**src/rtl/xgmii_pkg.sv**
```systemverilog
// xgmii_pkg: XGMII characters, 10GBASE-R block types and sync headers shared by the encoder and decoder
package xgmii_pkg;

   localparam logic [7:0] XGMII_IDLE  = 8'h07;
   localparam logic [7:0] XGMII_START = 8'hFB;
   localparam logic [7:0] XGMII_TERM  = 8'hFD;
   localparam logic [7:0] XGMII_ERROR = 8'hFE;

   localparam logic [6:0] CTRL_IDLE  = 7'h00;
   localparam logic [6:0] CTRL_ERROR = 7'h1E;

   localparam logic [1:0] SYNC_DATA = 2'b01;
   localparam logic [1:0] SYNC_CTRL = 2'b10;

   localparam logic [7:0] TYPE_CTRL    = 8'h1E;
   localparam logic [7:0] TYPE_START_0 = 8'h78;
   localparam logic [7:0] TYPE_START_4 = 8'h33;

   // Terminate kinds occupy codes 0..7 so the low three bits give the /T/ lane directly
   typedef enum logic [3:0] {
      BLOCK_TERM_0, BLOCK_TERM_1, BLOCK_TERM_2, BLOCK_TERM_3,
      BLOCK_TERM_4, BLOCK_TERM_5, BLOCK_TERM_6, BLOCK_TERM_7,
      BLOCK_CTRL, BLOCK_START_0, BLOCK_START_4, BLOCK_DATA, BLOCK_BAD
   } block_t;

   typedef enum logic {RX_IDLE, RX_FRAME} rx_state_t;

   function automatic block_t block_type(input logic [1:0] hdr, input logic [7:0] tb);
      block_t t;
      case (tb)
         TYPE_CTRL:    t = BLOCK_CTRL;
         TYPE_START_0: t = BLOCK_START_0;
         TYPE_START_4: t = BLOCK_START_4;
         8'h87:        t = BLOCK_TERM_0;
         8'h99:        t = BLOCK_TERM_1;
         8'hAA:        t = BLOCK_TERM_2;
         8'hB4:        t = BLOCK_TERM_3;
         8'hCC:        t = BLOCK_TERM_4;
         8'hD2:        t = BLOCK_TERM_5;
         8'hE1:        t = BLOCK_TERM_6;
         8'hFF:        t = BLOCK_TERM_7;
         default:      t = BLOCK_BAD;
      endcase
      block_type = hdr == SYNC_DATA ? BLOCK_DATA : hdr == SYNC_CTRL ? t : BLOCK_BAD;
   endfunction

endpackage

```
**src/rtl/xgmii_ctrl_code_map.sv**
```systemverilog
// xgmii_ctrl_code_map: maps one 7-bit 10GBASE-R control code to its XGMII character
module xgmii_ctrl_code_map
   import xgmii_pkg::*;
(
   input  logic [6:0] code_i,
   output logic [7:0] char_o,
   output logic       err_o
);

   assign err_o  = code_i != CTRL_IDLE;
   assign char_o = err_o ? XGMII_ERROR : XGMII_IDLE;

endmodule

```
**src/rtl/xgmii_decoder.sv**
```systemverilog
// xgmii_decoder: 64b/66b receive decoder turning descrambled half-blocks into 32-bit XGMII RXD/RXC
module xgmii_decoder
   import xgmii_pkg::*;
#(
   parameter int DATA_WIDTH = 32,
   parameter int HDR_WIDTH  = 2,
   parameter int CTRL_WIDTH = DATA_WIDTH / 8
) (
   input  logic                  i_clk,
   input  logic                  i_reset_n,
   input  logic [DATA_WIDTH-1:0] i_encoded_data,
   input  logic [HDR_WIDTH-1:0]  i_sync_hdr,
   input  logic                  i_encoded_data_valid,
   input  logic                  i_block_lock,
   output logic [DATA_WIDTH-1:0] o_xgmii_rxd,
   output logic [CTRL_WIDTH-1:0] o_xgmii_rxc,
   output logic                  o_xgmii_valid,
   output logic                  o_decode_err
);

   localparam int BLK_W = 2 * DATA_WIDTH;
   localparam int LANES = 2 * CTRL_WIDTH;
   localparam logic [DATA_WIDTH-1:0] IDLE_WORD = {CTRL_WIDTH{XGMII_IDLE}};

   logic                  phase_q, pend_q;
   rx_state_t             state_q, state_d;
   logic [DATA_WIDTH-1:0] even_q, hi_rxd_q;
   logic [CTRL_WIDTH-1:0] hi_rxc_q;
   logic [HDR_WIDTH-1:0]  hdr_q;
   logic [BLK_W-1:0]      blk, blk_sh, dec_rxd, out_rxd;
   logic [LANES-1:0]      dec_rxc, out_rxc, map_err;
   logic [7:0]            map_char [LANES];
   block_t                btype;
   logic                  code_err, malformed, seq_err, blk_err;
   logic                  is_term, is_ctrl, is_start, is_data;

   assign blk    = {i_encoded_data, even_q};
   assign blk_sh = {8'h00, blk[BLK_W-1:8]};

   // Every lane's code field sits at bit 8+7*lane regardless of block type, so one mapper per lane suffices
   for (genvar l = 0; l < LANES; l++) begin : g_map
      xgmii_ctrl_code_map u_map (
         .code_i (blk[8 + 7*l +: 7]),
         .char_o (map_char[l]),
         .err_o  (map_err[l])
      );
   end

   // Classify the block, build its eight lanes, then apply the frame-sequence rules
   always_comb begin
      btype    = block_type(hdr_q, blk[7:0]);
      is_term  = ~btype[3];
      is_ctrl  = btype == BLOCK_CTRL;
      is_start = btype inside {BLOCK_START_0, BLOCK_START_4};
      is_data  = btype == BLOCK_DATA;
      dec_rxd  = blk;
      dec_rxc  = '0;
      code_err = 1'b0;
      for (int i = 0; i < LANES; i++) begin
         if (is_ctrl) begin
            dec_rxd[8*i +: 8] = map_char[i];
            dec_rxc[i]        = 1'b1;
            code_err          = code_err | (map_err[i] & (blk[8 + 7*i +: 7] != CTRL_ERROR));
         end else if (btype == BLOCK_START_0 && i == 0) begin
            dec_rxd[7:0] = XGMII_START;
            dec_rxc[0]   = 1'b1;
         end else if (btype == BLOCK_START_4 && i < 5) begin
            dec_rxd[8*i +: 8] = i == 4 ? XGMII_START : map_char[i];
            dec_rxc[i]        = 1'b1;
            code_err          = code_err | (i < 4 && map_err[i]);
         end else if (is_term) begin
            dec_rxd[8*i +: 8] = i < int'(btype[2:0]) ? blk_sh[8*i +: 8] :
                                i == int'(btype[2:0]) ? XGMII_TERM : map_char[i];
            dec_rxc[i]        = i >= int'(btype[2:0]);
            code_err          = code_err | (i > int'(btype[2:0]) && map_err[i]);
         end
      end
      malformed = btype == BLOCK_BAD || code_err;
      seq_err   = state_q == RX_IDLE ? is_data || is_term : is_ctrl || is_start;
      blk_err   = malformed || seq_err;
      state_d   = !malformed && (state_q == RX_IDLE ? is_start : is_data) ? RX_FRAME : RX_IDLE;
      out_rxd   = blk_err ? {LANES{XGMII_ERROR}} : dec_rxd;
      out_rxc   = blk_err ? '1 : dec_rxc;
   end

   // Half-block phase, frame FSM and the two-cycle low/high output pipeline
   always_ff @(posedge i_clk or negedge i_reset_n) begin
      if (!i_reset_n) begin
         phase_q       <= 1'b0;
         pend_q        <= 1'b0;
         state_q       <= RX_IDLE;
         even_q        <= '0;
         hdr_q         <= '0;
         hi_rxd_q      <= IDLE_WORD;
         hi_rxc_q      <= '1;
         o_xgmii_rxd   <= IDLE_WORD;
         o_xgmii_rxc   <= '1;
         o_xgmii_valid <= 1'b0;
         o_decode_err  <= 1'b0;
      end else if (!i_block_lock) begin
         phase_q       <= 1'b0;
         pend_q        <= 1'b0;
         state_q       <= RX_IDLE;
         o_xgmii_rxd   <= IDLE_WORD;
         o_xgmii_rxc   <= '1;
         o_xgmii_valid <= i_encoded_data_valid;
         o_decode_err  <= 1'b0;
      end else begin
         if (i_encoded_data_valid)
            phase_q <= ~phase_q;
         if (i_encoded_data_valid && !phase_q) begin
            even_q <= i_encoded_data;
            hdr_q  <= i_sync_hdr;
         end
         if (i_encoded_data_valid && phase_q) begin
            o_xgmii_rxd   <= out_rxd[DATA_WIDTH-1:0];
            o_xgmii_rxc   <= out_rxc[CTRL_WIDTH-1:0];
            o_xgmii_valid <= 1'b1;
            o_decode_err  <= blk_err;
            hi_rxd_q      <= out_rxd[BLK_W-1:DATA_WIDTH];
            hi_rxc_q      <= out_rxc[LANES-1:CTRL_WIDTH];
            pend_q        <= 1'b1;
            state_q       <= state_d;
         end else begin
            o_xgmii_rxd   <= pend_q ? hi_rxd_q : IDLE_WORD;
            o_xgmii_rxc   <= pend_q ? hi_rxc_q : '1;
            o_xgmii_valid <= pend_q;
            o_decode_err  <= 1'b0;
            pend_q        <= 1'b0;
         end
      end
   end

endmodule

```
**config.mk**
```make
export PLATFORM = sky130hd
export DESIGN_NAME = xgmii_decoder
export DESIGN_NICKNAME = d
export VERILOG_FILES = /design/src/rtl/xgmii_pkg.sv /design/src/rtl/xgmii_ctrl_code_map.sv /design/src/rtl/xgmii_decoder.sv
export SDC_FILE = /design/constraint.sdc
export NUM_CORES = 1
export LEC_CHECK = 0
export CAP_MARGIN = 15
export CORE_ASPECT_RATIO = 1.4
export CORE_MARGIN = 2
export CORE_UTILIZATION = 60
export CTS_CLUSTER_DIAMETER = 150
export DETAILED_ROUTE_END_ITERATION = 12
export DONT_BUFFER_PORTS = 1
export PLACE_DENSITY = 0.76
export RECOVER_POWER = 25
export SLEW_MARGIN = 5
export SYNTH_ARGS = -nofsm -noshare
export SYNTH_HDL_FRONTEND = slang
export SYNTH_SLANG_ARGS = --single-unit
```
**constraint.sdc**
```tcl
create_clock -name i_clk -period 3.3 [get_ports i_clk]
set_input_delay 0.33 -clock i_clk [delete_from_list [all_inputs] [get_ports i_clk]]
set_output_delay 0.33 -clock i_clk [all_outputs]
set_load 0.05 [all_outputs]
```
==> Word level (Yosys, flattened, before mapping) <==
Index checks and enable logic that the tools add are counted.
{ "word_totals": {"inputBits": 38, "elab_cells": 234, "regBits": 111} }
{ "op_classes": {"magnitude_cmp": 21, "n_reduce_logical": 28, "mux": 112, "bitwise_logic": 27, "n_eq_ne": 35} }
{ "ops": {"columns": ["op", "n"], "rows": [
  ["$mux W8", 46],
  ["$mux W32", 3],
  ["$eq A8 B8 Y1 const B", 8],
  ["$mux W64", 1],
  ["$mux W1", 56],
  ["$ne A7 B5 Y1 const B", 8],
  ["$reduce_bool A7 Y1", 8],
  ["$pmux W4 S11", 1],
  ["$eq A4 B4 Y1 const B", 5],
  ["$mux W4", 5],
  ["$or A1 B1 Y1", 17],
  ["$eq A3 B3 Y1 const A", 4],
  ["$gt A3 B3 Y1 const A", 4],
  ["$logic_and A1 B1 Y1", 10],
  ["$ge A3 B3 Y1 const A", 3],
  ["$lt A3 B3 Y1 const A", 3],
  ["$and A1 B1 Y1", 8],
  ["$eq A8 B5 Y1 const B", 1],
  ["$eq A8 B6 Y1 const B", 1],
  ["$eq A8 B7 Y1 const B", 1],
  ["$eq A2 B3 Y1 const A", 2],
  ["$ge A1 B3 Y1 const A", 2],
  ["$ge A2 B3 Y1 const A", 2],
  ["$gt A2 B3 Y1 const A", 2],
  ["14 further kinds", 22]
]} }

==> Depth between registers and ports, before layout <==
Gate-level depths: netlist of the first run.
{ "logic_depth": {"depth_word": 39, "depth_mapped": 12} }

==> Hierarchy <==
Synthesis of the first run repeated with hierarchy kept, for this count alone.
{ "unflattened": {"hier_cells": 740, "hier_area_um2": 6951.7} }
{ "by_module_without_submodules": {"columns": ["module", "seq_area_each_um2", "area_each_um2", "cells_per_inst", "n_inst"], "rows": [
  ["xgmii_decoder", 2817.7, 6281.0, 644, 1],
  ["xgmii_ctrl_code_map", 0.0, 83.8, 12, 8]
]} }

==> Worst setup path before layout of the first run <==
Ideal clock, no wire load.
{ "synth_timing": {"kind": "flip-flop to flip-flop", "start": "register even_q[1]", "end": "register o_xgmii_rxd[14]", "setup_ps": 138, "setup_slack_ps": 423, "path_stages_with_launch": 13, "arrival_time_ps": 2739, "path_buffers": 4, "t_required_ps": 3162, "path_cell_list": "dfrtp_1 buf_2 or4_4 a21oi_1 o22a_1 buf_4 nor3_2 o311a_1 a221oi_4 and3_1 buf_6 buf_8 o211ai_1"} }
{ "synth_between": {"elab_chain_cells": 38, "word_cells_on_any_way": 88} }
{ "synth_rtl": {"columns": ["item", "line", "text"], "rows": [
  ["start, declared", "xgmii_decoder.sv:27", "logic [DATA_WIDTH-1:0] even_q, hi_rxd_q;"],
  ["start signal, assigned", "xgmii_decoder.sv:112", "even_q <= i_encoded_data;"],
  ["$eq A8 B8 Y1 (tied with other cells)", "xgmii_pkg.sv:30", "case (tb)"],
  ["$pmux W4 S11 (*)", "xgmii_pkg.sv:30", null],
  ["$mux W4 (*) (2 in series)", "xgmii_pkg.sv:44", "block_type = hdr == SYNC_DATA ? BLOCK_DATA : hdr == SYNC_CTRL ? t : BLOCK_BAD;"],
  ["$eq A4 B4 Y1", null, null],
  ["$mux W1", "xgmii_decoder.sv:67", "end else if (btype == BLOCK_START_4 && i < 5) begin"],
  ["$mux W1", "xgmii_decoder.sv:64", "end else if (btype == BLOCK_START_0 && i == 0) begin"],
  ["$mux W1", "xgmii_decoder.sv:60", "if (is_ctrl) begin"],
  ["$or A1 B1 Y1", "xgmii_decoder.sv:75", "code_err = code_err | (i > int'(btype[2:0]) && map_err[i]);"],
  ["[21 not listed]", null, null],
  ["$or A1 B1 Y1", "xgmii_decoder.sv:75", null],
  ["$mux W1", "xgmii_decoder.sv:71", "end else if (is_term) begin"],
  ["$mux W1", "xgmii_decoder.sv:60", null],
  ["$logic_or A1 B1 Y1", "xgmii_decoder.sv:78", "malformed = btype == BLOCK_BAD || code_err;"],
  ["$logic_or A1 B1 Y1", "xgmii_decoder.sv:80", "blk_err = malformed || seq_err;"],
  ["$mux W64 (*)", "xgmii_decoder.sv:82", "out_rxd = blk_err ? {LANES{XGMII_ERROR}} : dec_rxd;"],
  ["$mux W32 (*)", "xgmii_decoder.sv:115", "if (i_encoded_data_valid && phase_q) begin"],
  ["$mux W32 (*)", "xgmii_decoder.sv:100", "end else if (!i_block_lock) begin"],
  ["end signal, assigned", "xgmii_decoder.sv:116", "o_xgmii_rxd <= out_rxd[DATA_WIDTH-1:0];"],
  ["end signal, assigned", "xgmii_decoder.sv:125", "o_xgmii_rxd <= pend_q ? hi_rxd_q : IDLE_WORD;"],
  ["end, declared", "xgmii_decoder.sv:15", "output logic [DATA_WIDTH-1:0] o_xgmii_rxd,"]
]} }
Mark *: on every way between the ends. The rest lies on a longest branch, timed or not.
A chain may end at the register's enable or synchronous reset.

==> Worst setup path after layout of the first run <==
{ "layout_timing": {"start": "register even_q[3]", "end": "register o_xgmii_rxd[30]"} }
Same word-level chain as after synthesis.

==> results of run 1 <==
[power breakdown]
part           total (mW)  internal (mW)  switching (mW)
Clock                1.11          0.544           0.567
Sequential           2.09           1.67           0.424
Combinational        1.14          0.488           0.652
Total                4.34           2.70            1.64
[flip-flops by register name (all words and copies together), names as in the netlist]
register,flops
phase_q,1
o_xgmii_valid,1
o_xgmii_rxd,32
hi_rxc_q,4
state_q,1
hi_rxd_q,32
o_decode_err,1
even_q,32
pend_q,1
hdr_q,2
o_xgmii_rxc,4
[layout make-up]
| class | instances | area, um2 |
|---|---|---|
| Multi-Input combinational cell | 499 | 3380 |
| Fill cell | 778 | 3240 |
| Sequential cell | 111 | 2820 |
| Timing Repair Buffer | 55 | 455 |
| Clock buffer | 9 | 225 |
| Tap cell | 138 | 173 |
| Clock inverter | 7 | 83.8 |
| Inverter | 8 | 30.0 |
[worst min path at each step]
stage | startpoint | to | slack [ns] | cells after the start
finish | i_block_lock | o_xgmii_rxd[31] | 0.10 | 2
global route | i_block_lock | o_xgmii_rxd[31] | 0.09 | 2
CTS | i_block_lock | o_xgmii_rxd[31] | 0.08 | 2
detailed placement | i_reset_n | o_xgmii_rxd[31] | 0.04 | 0
global placement | i_reset_n | o_xgmii_rxd[31] | 0.04 | 0
floorplan | i_reset_n | even_q[0] | 0.03 | 0
[worst max-delay path: cells and delay by family, from the launching register on]
family	cells	cell delay, ns
flops	1	0.50
buf+inv	2	0.43
compound gates	4	1.24
simple gates	4	1.10
[what timing repair did]
action                                  CTS  global route
gates resized for setup                   9            16
hold buffers                              2             0
endpoints found under the setup margin   72            69
endpoints found under the hold margin   111             0
buffers inserted                          0             2
pin swaps                                 0             1
[layer usage]
| metal | track usage [%] | wire (um) | vias up |
|---|---|---|---|
| met2 | 63.4 | 10600 | 549 |
| li1 | - | - | 2630 |
| met3 | 12.0 | 2920 | 123 |
| met4 | 25.8 | 1860 | 0 |
| met1 | 53.6 | 8490 | 3040 |
| met5 | 0 | 0 | - |
[cells in the final DEF (no fill, tap or decap), types with 4 or more instances in the layout]
cell | Yosys | routed
sky130_fd_sc_hd__o221ai_1 | 12 | 12
sky130_fd_sc_hd__dfstp_2 | 32 | 32
sky130_fd_sc_hd__mux2i_1 | 4 | 4
sky130_fd_sc_hd__nor3_1 | 16 | 16
sky130_fd_sc_hd__o21a_1 | 8 | 7
sky130_fd_sc_hd__o22ai_1 | 7 | 7
sky130_fd_sc_hd__dfrtp_2 | 0 | 5
sky130_fd_sc_hd__nor4bb_1 | 9 | 8
sky130_fd_sc_hd__a22oi_1 | 11 | 11
sky130_fd_sc_hd__nand2_1 | 48 | 48
sky130_fd_sc_hd__nand2b_1 | 8 | 8
sky130_fd_sc_hd__a31oi_1 | 37 | 37
sky130_fd_sc_hd__nand3_1 | 11 | 11
sky130_fd_sc_hd__buf_4 | 2 | 50
sky130_fd_sc_hd__or4_1 | 10 | 10
sky130_fd_sc_hd__a41oi_1 | 7 | 6
sky130_fd_sc_hd__inv_1 | 8 | 7
sky130_fd_sc_hd__clkbuf_16 | 0 | 9
sky130_fd_sc_hd__dfrtp_1 | 79 | 74
sky130_fd_sc_hd__o21ai_0 | 17 | 17
sky130_fd_sc_hd__nor4_1 | 6 | 6
sky130_fd_sc_hd__nand4_1 | 18 | 18
sky130_fd_sc_hd__a22o_1 | 5 | 5
sky130_fd_sc_hd__a2111oi_1 | 0 | 4
sky130_fd_sc_hd__o32a_1 | 5 | 5
sky130_fd_sc_hd__mux2_2 | 34 | 34
sky130_fd_sc_hd__nor2_1 | 76 | 75
sky130_fd_sc_hd__and3_1 | 5 | 4
sky130_fd_sc_hd__o22a_1 | 15 | 14
sky130_fd_sc_hd__o211ai_1 | 12 | 12
sky130_fd_sc_hd__a21oi_1 | 46 | 45
sky130_fd_sc_hd__nor2b_1 | 6 | 6
[metrics by stage]
stage          area, um2  util [%]  setup WS, ns  hold slack, ns  std cells
2_1_floorplan       6400         -         0.423          0.0344        669
3_3_place_gp        6710      64.5        -0.245          0.0367        807
3_5_place_dp        6710      64.5        -0.334          0.0370        807
4_1_cts             7090      68.1       -0.0187          0.0794        825
5_1_grt             7170      68.9       -0.0298          0.0949        827
6_report            7170      68.9       -0.0370           0.103        827
[logic make-up (layout without fill, tap and decap cells)]
family / after synthesis / count (layout)
buffers and inverters: 59 / 79
AND/OR/NAND/NOR: 235 / 235
flip-flops: 111 / 111
XOR/XNOR: 1 / 1
AO/OA/AOI/OAI: 225 / 225
multiplexers: 38 / 38
==> summary.txt, run 1 <==
========================================================================================
Global-route congestion overflow total                                                 0
Total of warnings raised by yosys                                                      0
Clock skew                                                                     0.0103 ns
H-tree Lvls                                                                            3
Total half-perimeter wirelength after legalization and detailed placement       17400 um
Number of diodes                                                                       0
Worst vdd rail ir drop                                                          0.366 mV
Post-synth net total                                                                 707
Netlist cell types                                                                    75
Critical path capture point type                                                register
Synth top area share                                                               30.9%
Vias in the first global route                                                      6036
Slowest Stage Delay on Critical Path                                             0.72 ns
FFs w/ async S/R, synth                                                             100%
CP startpoint kind                                                              register
Worst setup path startpoint                                                    even_q[3]
Run status                                                                  complete, but fails checks
Maximum number of pins on one net before global-route repair                         112
Critical Path End                                                           o_xgmii_rxd[30]
Site row count                                                                        44
Clock period minus final worst setup slack                                       3.34 ns
Most frequent cell on the critical path                                     sky130_fd_sc_hd__buf_4
Starting density of the core                                                       61.5%
Class of the tightest hold or removal check                                       in2reg
Largest family of logic cells by synthesized area                           compound AO/OA/AOI/OAI gates
Number of synthesized register bits                                                  111
Antenna violation net count after detailed routing                                     0
Number of sinks driven by the clock tree                                             111
Slew Viols, Final                                                                      0
Setup repair after global routing missed its margin                                 true
Crit Path Category                                                               reg2reg
Max clock buf depth                                                                    2
Number of enable flip-flop cells after synthesis                                       0
Area enclosed by the die boundary                                              11500 um2
Count of buffers inserted at the top-level ports                                       0
Violations in the final reports                                             setup timing
Post-synthesis cell type with the largest combined area                     sky130_fd_sc_hd__dfrtp_1
Mean post-synth cell area                                                       9.57 um2
Die X-Extent                                                                     91.3 um
Predominant post-synthesis flop cell                                        sky130_fd_sc_hd__dfrtp_1
Total count of hold-check failures in the final report                                 0
PD cells                                                                      605 nW/um2
CP Max Fanout                                                                         14
Count of maximum capacitance violations                                                0
Share of final-layout standard cells stronger than drive strength 1                24.2%
Number of nets in the layout                                                         722
Sequential cell area fraction in the yosys report                                  44.0%
Final worst slack                                                             -0.0370 ns
First-pass GRT wire length                                                      36700 um
Rel. slew slack                                                                    36.9%
Most instantiated cells after synthesis                                     sky130_fd_sc_hd__dfrtp_1, sky130_fd_sc_hd__nor2_1, sky130_fd_sc_hd__nand2_1, sky130_fd_sc_hd__a21oi_1, sky130_fd_sc_hd__a31oi_1
Final weighted congestion in routability-driven placement                           1.15
Routed wirelength normalized by instance count                                   28.9 um
Post-synthesis xor/xnor area fraction                                             0.137%
CTS Root Cell                                                               sky130_fd_sc_hd__clkbuf_16
Slowest cell on crit path                                                   sky130_fd_sc_hd__nor3_1
Reg2reg end                                                                 o_xgmii_rxd[30]
Routed vias                                                                         6342
Clock-pin transition on the worst setup and hold timing paths                    0.08 ns
Average vias per placed instance                                                    7.67
Core Region                                                                    10400 um2
Leading cell types by total area after synthesis                            sky130_fd_sc_hd__dfrtp_1, sky130_fd_sc_hd__dfstp_2, sky130_fd_sc_hd__mux2_2
1st-iter DRT viols                                                                  1037
Height of the die                                                                 126 um
R2R cell count                                                                        10
WP data required                                                                 3.59 ns
R2R Setup Slk                                                                   -0.04 ns
Slew at the pin closest to its max-slew limit                                   0.940 ns
Proportion of synthesized area in mux cells                                        6.61%
Post-synthesis adder-cell area fraction                                               0%
Simple-Gate Fraction of Synth Area                                                 19.4%
GR Util All Layers                                                                 42.0%
Synth-to-layout area growth                                                        12.0%
Number of design rule violations left after detail routing                             0
Final total negative setup slack                                              -0.0916 ns
Most instantiated library cell after synthesis                              sky130_fd_sc_hd__dfrtp_1
Number of buffers inserted during clock tree synthesis                                 9
Final number of setup-violating endpoints                                              4
Detailed Route WL                                                               23900 um
Peak Freq                                                                        300 MHz
Mapped Area                                                                     6400 um2
Router iterations before antenna repair                                                7
Final clock period utilization by the worst path                                    101%
Clock latency of the later-clocked register in the worst-skew pair               0.36 ns
Chain of cells forming the critical path                                    buf_4, nor4bb_1, o21a_1, nor3_1, o211ai_1, buf_4, nor2_1, nand2_1, a41oi_2, a221o_1
TritonCTS clock tree                                                                done
Area fraction in compound gates after synthesis                                    25.3%
Antenna violations before repair                                                       0
Power consumption                                                                4.34 mW
Leakage                                                                          2.73 nW
IO Count                                                                              76
Launch instance of the worst register-to-register path                         even_q[3]
Cell count after synthesis                                                           669
Arrival time worst endpoint                                                      3.63 ns
========================================================================================
Power figures use the tool's default switching activity.
==> inputs of run 2 (changes only) <==
- SKIP_CTS_REPAIR_TIMING: not set -> 1
==> summary.txt, run 2 (same netlist as run 1, synthesis figures left out) <==
========================================================================================
Run status                                                                  complete, no violations
Number of design rule violations left after detail routing                             0
Top library cells by usage in the layout, fill and taps aside               sky130_fd_sc_hd__nor2_1, sky130_fd_sc_hd__dfrtp_1, sky130_fd_sc_hd__buf_4
Peak Freq                                                                        305 MHz
Antenna violations before repair                                                       0
Number of diodes                                                                       0
Final clock period utilization by the worst path                                   99.3%
Routed length on met3                                                            2850 um
Number of sinks driven by the clock tree                                             111
Share of final-layout standard cells stronger than drive strength 1                24.6%
H-tree Lvls                                                                            3
Count of buffers inserted at the top-level ports                                       0
Setup repair after global routing missed its margin                                 true
Rel. slew slack                                                                    38.2%
Starting density of the core                                                       61.5%
Fill cell count                                                                      774
Leakage                                                                          2.72 nW
Area enclosed by the die boundary                                              11500 um2
Core Util, Final                                                                   68.9%
Detailed Route WL                                                               24000 um
Worst vdd rail ir drop                                                          0.363 mV
Maximum number of pins on one net before global-route repair                         112
Crit Path Category                                                               reg2reg
Met2 routed WL                                                                  10700 um
Core Region                                                                    10400 um2
Antenna violation net count after detailed routing                                     0
PD cells                                                                      607 nW/um2
Slew Viols, Final                                                                      0
Final total negative setup slack                                                    0 ns
Class of the tightest hold or removal check                                       in2reg
Site row count                                                                        44
Arrival time worst endpoint                                                      3.52 ns
GR Util All Layers                                                                 41.7%
Number of buffers inserted during clock tree synthesis                                 9
Total half-perimeter wirelength after legalization and detailed placement       17400 um
Vias in the first global route                                                      6017
Die X-Extent                                                                     91.3 um
First-pass GRT wire length                                                      36400 um
Synth-to-layout area growth                                                        12.0%
Highest signal layer in the routed design                                           met4
Router iterations before antenna repair                                                6
Height of the die                                                                 126 um
Commonest non-fill, non-tap cell in the layout                              sky130_fd_sc_hd__nor2_1
Met1 Wirelength                                                                  8600 um
Largest registers                                                           even_q x32, hi_rxd_q x32, o_xgmii_rxd x32
Clock-pin transition on the worst setup and hold timing paths                    0.08 ns
Clock period minus final worst setup slack                                       3.28 ns
Clock skew                                                                    0.00954 ns
Global-route congestion overflow total                                                 0
CTS Root Cell                                                               sky130_fd_sc_hd__clkbuf_16
Critical path capture point type                                                register
Routed wirelength normalized by instance count                                   29.1 um
Max clock buf depth                                                                    2
Count of maximum capacitance violations                                                0
TritonCTS clock tree                                                                done
Final number of setup-violating endpoints                                              0
WP data required                                                                 3.54 ns
Average vias per placed instance                                                    7.69
Clock latency of the later-clocked register in the worst-skew pair               0.36 ns
Routed vias                                                                         6355
Slew at the pin closest to its max-slew limit                                   0.927 ns
IO Count                                                                              76
Final weighted congestion in routability-driven placement                           1.15
Number of nets in the layout                                                         721
CP Max Fanout                                                                         12
CP startpoint kind                                                              register
Total count of hold-check failures in the final report                                 0
1st-iter DRT viols                                                                  1014
========================================================================================
==> run 2: path summary, 6_finish.rpt <==
| check | depth (start not counted) | from | to | slack (ns) |
|---|---|---|---|---|
| min in group asynchronous | 2 | i_reset_n | hi_rxd_q[31] | 0.56 |
| max in group asynchronous | 2 | i_reset_n | even_q[4] | 2.28 |
| setup reg to reg | 9 | even_q[6] | o_xgmii_rxd[30] | 0.02 |
| setup / recovery | 9 | even_q[6] | o_xgmii_rxd[30] | 0.02 |
| hold / removal | 2 | i_block_lock | o_xgmii_rxd[31] | 0.08 |
| hold reg to reg | 2 | hi_rxd_q[24] | hi_rxd_q[24] | 0.50 |
==> run 2: metrics by stage <==
stage / std cells / worst slack (ns) / total power, mW / instance area [um2] / hold slack [ns]
after floorplan: 669 / 0.423 / 2.74 / 6400 / 0.0344
after global placement: 807 / -0.245 / 3.08 / 6710 / 0.0367
after detailed placement: 807 / -0.334 / 3.13 / 6710 / 0.0370
after CTS: 823 / -0.367 / 4.22 / 7020 / -0.339
after global routing: 826 / -0.118 / 4.49 / 7170 / 0.0795
final: 826 / 0.0228 / 4.35 / 7170 / 0.0757
==> run 2: critical path: stages (launching register included) <==
cell,delay [ns]
sky130_fd_sc_hd__dfrtp_1,0.52
sky130_fd_sc_hd__nor4bb_1,0.19
sky130_fd_sc_hd__o21a_2,0.28
sky130_fd_sc_hd__or4_1,0.68
sky130_fd_sc_hd__o211ai_1,0.40
sky130_fd_sc_hd__buf_4,0.21
sky130_fd_sc_hd__nor2_1,0.05
sky130_fd_sc_hd__nand2_1,0.15
sky130_fd_sc_hd__a41oi_2,0.30
sky130_fd_sc_hd__a221o_1,0.37
==> run 2: final cells by class <==
cell class | count | area [um2] | share of cell area, %
Multi-Input combinational cell | 499 | 3390 | 47.3
Sequential cell | 111 | 2820 | 39.4
Timing Repair Buffer | 54 | 448 | 6.24
Clock buffer | 9 | 225 | 3.14
Tap cell | 138 | 173 | 2.41
Clock inverter | 7 | 83.8 | 1.17
Inverter | 8 | 30.0 | 0.419
==> run 2: layer usage <==
metal | vias to the layer above | GRT usage (%)
li1 | 2624 | -
met1 | 3043 | 53.4
met2 | 561 | 61.6
met3 | 127 | 11.9
met4 | 0 | 27.7
met5 | - | 0
==> run 2: report_power, final <==
part / internal [mW] / switching [mW] / leakage, nW
Sequential: 1.67 / 0.425 / 1.27
Combinational: 0.492 / 0.659 / 1.31
Clock: 0.544 / 0.569 / 0.143
Total: 2.70 / 1.65 / 2.72
==> inputs of run 3 (changes only) <==
- CAP_MARGIN: 15 -> 10
- CTS_BUF_LIST: not set -> sky130_fd_sc_hd__clkbuf_8
==> summary.txt, run 3 (same netlist as run 1, synthesis figures left out) <==
========================================================================================
Run status                                                                  complete, but fails checks
Violations in the final reports                                             capacitance limit, slew limit
Final cell area excluding filler cells                                          7040 um2
Leakage                                                                          2.67 nW
Top library cells by usage in the layout, fill and taps aside               sky130_fd_sc_hd__nor2_1, sky130_fd_sc_hd__dfrtp_1, sky130_fd_sc_hd__buf_4
Number of cells in the finished layout apart from fillers                            828
Slew Viols, Final                                                                    112
Average vias per placed instance                                                    7.68
Antenna violation net count after detailed routing                                     0
Height of the die                                                                 126 um
WP data required                                                                 3.62 ns
Routed vias                                                                         6359
Number of nets in the layout                                                         722
Final weighted congestion in routability-driven placement                           1.15
Count of buffers inserted at the top-level ports                                       0
Clock skew                                                                     0.0213 ns
Routed wirelength normalized by instance count                                   28.7 um
Setup repair after global routing missed its margin                                 true
Critical path capture point type                                                register
Final clock period utilization by the worst path                                   99.3%
Total count of hold-check failures in the final report                                 0
GR Util All Layers                                                                 41.4%
1st-iter DRT viols                                                                   941
Share of final-layout standard cells stronger than drive strength 1                24.7%
Final number of setup-violating endpoints                                              0
Largest registers                                                           even_q x32, hi_rxd_q x32, o_xgmii_rxd x32
CP startpoint kind                                                              register
Detailed Route WL                                                               23700 um
Class of the tightest hold or removal check                                       in2reg
TritonCTS clock tree                                                                done
Arrival time worst endpoint                                                      3.59 ns
Rel. slew slack                                                                   -56.0%
Peak Freq                                                                        305 MHz
Count of maximum capacitance violations                                                1
Site row count                                                                        44
Crit Path Category                                                               reg2reg
Number of buffers inserted during clock tree synthesis                                 9
Clock-pin transition on the worst setup and hold timing paths                    0.11 ns
Worst vdd rail ir drop                                                          0.322 mV
Synth-to-layout area growth                                                        9.99%
Number of sinks driven by the clock tree                                             111
Commonest non-fill, non-tap cell in the layout                              sky130_fd_sc_hd__nor2_1
First-pass GRT wire length                                                      36100 um
Core Region                                                                    10400 um2
Area enclosed by the die boundary                                              11500 um2
Vias in the first global route                                                      6013
CP Max Fanout                                                                         13
Number of design rule violations left after detail routing                             0
IO Count                                                                              76
Clock period minus final worst setup slack                                       3.28 ns
Antenna violations before repair                                                       0
Router iterations before antenna repair                                                7
Total half-perimeter wirelength after legalization and detailed placement       17400 um
Core Util, Final                                                                   67.7%
Die X-Extent                                                                     91.3 um
Clock latency of the later-clocked register in the worst-skew pair               0.41 ns
Slew at the pin closest to its max-slew limit                                    2.34 ns
Global-route congestion overflow total                                                 0
Starting density of the core                                                       61.5%
DP Area                                                                         6710 um2
Max clock buf depth                                                                    2
CTS Root Cell                                                               sky130_fd_sc_hd__clkbuf_8
H-tree Lvls                                                                            3
PD cells                                                                      577 nW/um2
Placed cell count                                                                    807
Maximum number of pins on one net before global-route repair                         112
========================================================================================
-- run 3: path summary, 6_finish.rpt --
path                                    from              end  slack, ns  depth (start not counted)
worst max-delay path               even_q[4]  o_xgmii_rxd[18]       0.02                          8
worst min-delay path            i_block_lock  o_xgmii_rxd[31]       0.03                          2
worst max register to register     even_q[4]  o_xgmii_rxd[18]       0.02                          8
worst min register to register  hi_rxd_q[24]     hi_rxd_q[24]       0.50                          2
max in group asynchronous          i_reset_n        even_q[4]       0.54                          2
min in group asynchronous          i_reset_n  o_xgmii_rxd[11]       1.24                          2
-- run 3: metrics by stage --
| step | setup WS (ns) | hold WS (ns) | total power [mW] | setup TNS (ns) |
|---|---|---|---|---|
| 2_1_floorplan | 0.423 | 0.0344 | 2.74 | 0 |
| 3_3_place_gp | -0.245 | 0.0367 | 3.08 | -11.41 |
| 3_5_place_dp | -0.334 | 0.0370 | 3.13 | -15.25 |
| 4_1_cts | -0.375 | -0.394 | 3.95 | -17.51 |
| 5_1_grt | -0.0487 | 0.0318 | 4.20 | -0.0751 |
| 6_report | 0.0247 | 0.0315 | 4.06 | 0 |
-- run 3: per-layer routing --
layer | vias up | global-route usage [%] | part of all wire [%]
li1 | 2622 | - | -
met1 | 3048 | 52.7 | 35
met2 | 542 | 60.8 | 44
met3 | 147 | 11.9 | 13
met4 | 0 | 28.3 | 8.2
met5 | - | 0 | 0
-- run 3: layout make-up --
| type | count | area (um2) |
|---|---|---|
| diodes | 1 | 2.50 |
| flip-flops and latches | 111 | 2820 |
| clock inverters | 7 | 83.8 |
| clock buffers | 9 | 124 |
| well taps | 138 | 173 |
| inverters | 8 | 30.0 |
| multi-input cells | 499 | 3370 |
| fillers | 796 | 3360 |
| repair buffers | 55 | 433 |
-- run 3: worst max-delay path, stage by stage (launching register included) --
cell,delay [ns]
sky130_fd_sc_hd__dfrtp_2,0.53
sky130_fd_sc_hd__nor4bb_1,0.17
sky130_fd_sc_hd__o21a_2,0.30
sky130_fd_sc_hd__nor2_1,0.51
sky130_fd_sc_hd__nor3_2,0.16
sky130_fd_sc_hd__o311a_1,0.40
sky130_fd_sc_hd__a221oi_4,0.33
sky130_fd_sc_hd__nand3_2,0.33
sky130_fd_sc_hd__o32a_1,0.45
-- run 3: report_power, final --
part / leakage [nW] / total, mW / switching (mW) / internal (mW)
registers: 1.27 / 2.09 / 0.422 / 1.66
clock network: 0.0967 / 0.849 / 0.544 / 0.305
logic: 1.31 / 1.13 / 0.644 / 0.483
total: 2.67 / 4.06 / 1.61 / 2.45
